`config.mk`:
```
export PLATFORM = sky130hd
export DESIGN_NAME = pipe_stage_reg
export DESIGN_NICKNAME = d
export VERILOG_FILES = /design/src/rtl/mips_pipe_pkg.sv /design/src/rtl/pipe_stage_reg.sv
export SDC_FILE = /design/constraint.sdc
export NUM_CORES = 1
export LEC_CHECK = 0
export CORE_MARGIN = 10
export CORE_UTILIZATION = 50
export CTS_CLUSTER_DIAMETER = 120
export DETAILED_ROUTE_END_ITERATION = 8
export PLACE_DENSITY = 0.84
export SLEW_MARGIN = 20
export SYNTH_ARGS = -nofsm -noshare
export SYNTH_HDL_FRONTEND = slang
export SYNTH_SLANG_ARGS = --single-unit
```
`constraint.sdc`:
```
create_clock -name i_clock -period 2.1 [get_ports i_clock]
set_input_delay 0.315 -clock i_clock [delete_from_list [all_inputs] [get_ports i_clock]]
set_output_delay 0.315 -clock i_clock [all_outputs]
set_load 0.02 [all_outputs]
```
`src/rtl/mips_pipe_pkg.sv`:
```
// Shared definitions for the MIPS pipeline stage registers:
// occupancy state encoding and the default bubble (NOP) word.
package mips_pipe_pkg;

  localparam logic [1:0] ST_EMPTY = 2'd0;
  localparam logic [1:0] ST_ONE   = 2'd1;
  localparam logic [1:0] ST_TWO   = 2'd2;

  localparam logic [31:0] NOP_WORD = 32'h0000_0000;

endpackage

```
`src/rtl/pipe_stage_reg.sv`:
```
// Elastic pipeline register between MIPS stages: valid/ready on both sides,
// synchronous flush to a bubble, global step enable, optional skid entry.
module pipe_stage_reg
  import mips_pipe_pkg::*;
#(
  parameter int unsigned         BUS_DATA     = 32,
  parameter logic [BUS_DATA-1:0] BUBBLE_VALUE = BUS_DATA'(NOP_WORD),
  parameter bit                  SKID         = 1'b1
) (
  input  logic                i_clock,
  input  logic                i_reset,
  input  logic                i_enable,
  input  logic                i_flush,
  input  logic                i_valid,
  input  logic [BUS_DATA-1:0] i_data,
  output logic                o_ready,
  output logic                o_valid,
  output logic [BUS_DATA-1:0] o_data,
  input  logic                i_ready,
  output logic [1:0]          o_count
);

  logic [1:0]          state_q, state_d;
  logic [BUS_DATA-1:0] main_q, main_d;
  logic [BUS_DATA-1:0] skid_q, skid_d;
  logic                ready_s;
  logic                valid_s;
  logic                xfer_in_s;
  logic                xfer_out_s;

  assign valid_s    = (state_q != ST_EMPTY);
  assign xfer_in_s  = i_valid & ready_s & i_enable & ~i_flush;
  assign xfer_out_s = valid_s & i_ready & i_enable & ~i_flush;

  // Occupancy and data next-state; flush beats enable, reset handled in the flops.
  always_comb begin
    state_d = state_q;
    main_d  = main_q;
    skid_d  = skid_q;
    if (i_flush) begin
      state_d = ST_EMPTY;
      main_d  = BUBBLE_VALUE;
    end else if (i_enable) begin
      case (state_q)
        ST_EMPTY: begin
          if (xfer_in_s) begin
            state_d = ST_ONE;
            main_d  = i_data;
          end else begin
            state_d = ST_EMPTY;
          end
        end
        ST_ONE: begin
          if (xfer_in_s && xfer_out_s) begin
            main_d = i_data;
          end else if (xfer_in_s) begin
            // Only reachable with SKID=1: a single-entry stage is ready only when draining.
            state_d = ST_TWO;
            skid_d  = i_data;
          end else if (xfer_out_s) begin
            state_d = ST_EMPTY;
            main_d  = BUBBLE_VALUE;
          end else begin
            state_d = ST_ONE;
          end
        end
        ST_TWO: begin
          if (xfer_out_s) begin
            state_d = ST_ONE;
            main_d  = skid_q;
          end else begin
            state_d = ST_TWO;
          end
        end
        default: begin
          state_d = ST_EMPTY;
          main_d  = BUBBLE_VALUE;
        end
      endcase
    end else begin
      state_d = state_q;
    end
  end

  // Occupancy and head-of-line payload registers.
  always_ff @(posedge i_clock) begin
    if (i_reset) begin
      state_q <= ST_EMPTY;
      main_q  <= BUBBLE_VALUE;
    end else begin
      state_q <= state_d;
      main_q  <= main_d;
    end
  end

  generate
    if (SKID) begin : g_skid
      logic ready_q;

      // Skid entry plus registered ready, which drops only once both entries are full.
      always_ff @(posedge i_clock) begin
        if (i_reset) begin
          ready_q <= 1'b1;
          skid_q  <= BUBBLE_VALUE;
        end else begin
          ready_q <= (state_d != ST_TWO);
          skid_q  <= skid_d;
        end
      end

      assign ready_s = ready_q;
    end else begin : g_single
      assign skid_q  = BUBBLE_VALUE;
      assign ready_s = ~valid_s | i_ready;
    end
  endgenerate

  assign o_ready = ready_s;
  assign o_valid = valid_s;
  assign o_data  = main_q;
  assign o_count = state_q;

endmodule

```
==> flow_summary.json <==
{
  "power_leakage_nw": 1.39,
  "worstPathMaxFanout": 3,
  "finalWirelength_um": 7340,
  "number_of_global_route_vias_before_repair": 2435,
  "wl_per_cell_um": 16.9,
  "final_common_cell": "sky130_fd_sc_hd__clkdlybuf4s50_1",
  "outcome": "finished clean",
  "cts-hold-fix-buffers": 0,
  "worst-r2r-cell-count": 5,
  "die_height_um": 95.9,
  "postSynthNetCount": 323,
  "cts.repair.resized": 0,
  "min_path_type": "reg -> reg",
  "regToRegSetupSlack_ps": 540,
  "area_delta_synth_final_pct": 34.4,
  "timing.critical_path.cells": "or2_2 > clkdlybuf4s50_1",
  "synth.yosys.seq_area_share": 0.466,
  "critical-path-max-stage-delay_ps": 560,
  "first_iter_violations": 145,
  "peak_freq_mhz": 541,
  "synthCells": 285,
  "critical_path_class": "reg -> out",
  "globalRouteOverflowTotal": 0,
  "final_core_util": 0.698,
  "fillerInstances": 438,
  "final.min_clock_period_ps": 1850,
  "synth-seq-cells": 67,
  "design_area_sq_um": 3870,
  "post_route_cells_drive_above_1_share": 0.188,
  "worst_hold_path.num_cells": 2,
  "power_per_unit_of_standard_cell_area_nw_per_um2": 653,
  "htreeDepth": 3,
  "crit_arrival_ps": 1530,
  "vias": 2391,
  "antennaDiodeCount": 0,
  "tritoncts_clock_tree": "yes",
  "clock_latency_ps": 330,
  "startpoint_type": "flip-flop",
  "netlist_area_sq_um": 2880,
  "cts.root.buffer_cell": "sky130_fd_sc_hd__clkbuf_8",
  "timing.final.max_slew_violations": 0,
  "ys_types": 30,
  "vdd_drop_max_v": 0.000357,
  "clk_pin_slew_ps": 70,
  "cp_slowest_cell": "sky130_fd_sc_hd__clkdlybuf4s50_1",
  "cts_num_sinks": 67,
  "drcViolationCount": 0,
  "drt.antenna.violating_nets": 0,
  "cts_inserted_buffers": 9,
  "antenna_found_initial": 0,
  "postSynth.asyncResetShare": 0,
  "skew_ps": 7.19,
  "max_cap_violations": 0,
  "grt_first_pass_wirelength_um": 12100,
  "rsz_0062_raised_after_global_routing": "false",
  "post-dp-hpwl_um": 5140,
  "fin_ws_ps": 252,
  "grt_usage": 0.166,
  "mostFrequentLayoutCells": "sky130_fd_sc_hd__clkdlybuf4s50_1 (73), sky130_fd_sc_hd__dfxtp_1 (67), sky130_fd_sc_hd__nand2_1 (66)",
  "timing.critical_path.to_type": "output pin",
  "largest_net_degree_at_the_start_of_global_routing": 34,
  "buffer_ports.inserted": 73,
  "worst_ep_required_time_ps": 1780,
  "drt-pass1-iter-count": 4,
  "coreArea_sq_um": 5540,
  "clockBufferDepth": 2,
  "die_width_um": 95.9,
  "finish.net_count": 396,
  "timing_hold_violations_final": 0,
  "cts_post_setup_buffers_inserted": 0,
  "min_period_over_period": 0.880,
  "synth-edff-count": 0,
  "detail_route.vias_per_cell": 5.52,
  "fp.dieArea_sq_um": 9190,
  "detailedPlace.worstSlack_ps": 0.0318,
  "ys_warns": 0,
  "core_rows": 27,
  "tightest_slew_ps": 354,
  "slew_headroom": 0.758,
  "synthesis.area_per_instance_sq_um": 10.1,
  "num_io_pins": 74,
  "worst_hold_path.endpoint": "skid_q[4]",
  "destination_of_the_worst_register_to_register_timing_path": "o_data[17]",
  "setup_total_negative_slack_ps": 0,
  "worst_r2r_startpoint": "o_count[1]",
  "cell_area_reported_after_detailed_placement_sq_um": 3680,
  "hold_path.startpoint": "skid_q[4]",
  "start_util": 0.520,
  "gpl.final_weighted_congestion": 0.855,
  "synth_flop_cell": "sky130_fd_sc_hd__dfxtp_1",
  "report.final.setup_viol": 0
}
[area by class of cell]
type	instances	area [sq um]	share of cell area
Clock inverter	1	7.51	0.00194
Tap cell	72	90.1	0.0233
Sequential cell	67	1340	0.347
Multi-Input combinational cell	190	1370	0.353
Clock buffer	13	179	0.0462
Timing Repair Buffer	90	883	0.228
[per-stage QoR]
stage / hold WS (ps) / total power (W) / instances
finish: 455 / 0.00253 / 433
global route: 480 / 0.00262 / 433
CTS: 456 / 0.00255 / 433
detailed placement: 447 / 0.00155 / 419
global placement: 442 / 0.00155 / 419
floorplan: 398 / 0.00143 / 285
[Yosys cell counts (3+ instances only)]
cell | number | area share
sky130_fd_sc_hd__dfxtp_1 | 67 | 0.47
sky130_fd_sc_hd__o2bb2ai_2 | 30 | 0.16
sky130_fd_sc_hd__a21oi_1 | 36 | 0.063
sky130_fd_sc_hd__a21o_1 | 3 | 0.0078
sky130_fd_sc_hd__a22oi_1 | 32 | 0.083
sky130_fd_sc_hd__nand2_1 | 66 | 0.086
sky130_fd_sc_hd__buf_2 | 13 | 0.023
sky130_fd_sc_hd__buf_6 | 3 | 0.012
sky130_fd_sc_hd__buf_12 | 3 | 0.021
sky130_fd_sc_hd__clkbuf_1 | 7 | 0.0091
[kinds of logic (layout without fill, tap and decap cells)]
family	after synthesis	count (layout)	synth area share
AO/OA/AOI/OAI	110	110	0.346
XOR/XNOR	1	1	0.00304
flip-flops	67	67	0.466
buffers and inverters	28	104	0.0682
AND/OR/NAND/NOR	79	79	0.117
[power breakdown]
group          switching (W)  total (W)  internal [W]
clock               0.000461    0.00101      0.000545
sequential        0.00000864    0.00129       0.00128
combinational       0.000111   0.000232      0.000121
[critical path: cells and delay by family (launching register included)]
kind | cells | cell delay [ps]
simple gates | 1 | 340
buf+inv | 1 | 560
flops | 1 | 310
[layer usage]
layer / up-vias / share of wire / track usage
met5: - / 0 / 0
met4: 0 / 0.0072 / 0.0553
met3: 6 / 0.082 / 0.0482
met2: 91 / 0.48 / 0.272
met1: 1120 / 0.43 / 0.204
li1: 1174 / - / -
[worst max path at each step]
stage,from,to,slack [ps]
6_report,o_count[0],o_valid,250
5_1_grt,o_count[0],o_valid,200
4_1_cts,o_count[0],o_valid,230
3_5_place_dp,i_ready,o_data[17],0.03
3_3_place_gp,i_ready,o_data[17],90
2_1_floorplan,o_count[1],o_data[0],550
[state kept, by name, summed over array words and instances, names as in the netlist]
name	flops
skid_q	32
o_count	2
o_data	32
o_ready	1
No activity file was read; power rests on OpenSTA's default activity.
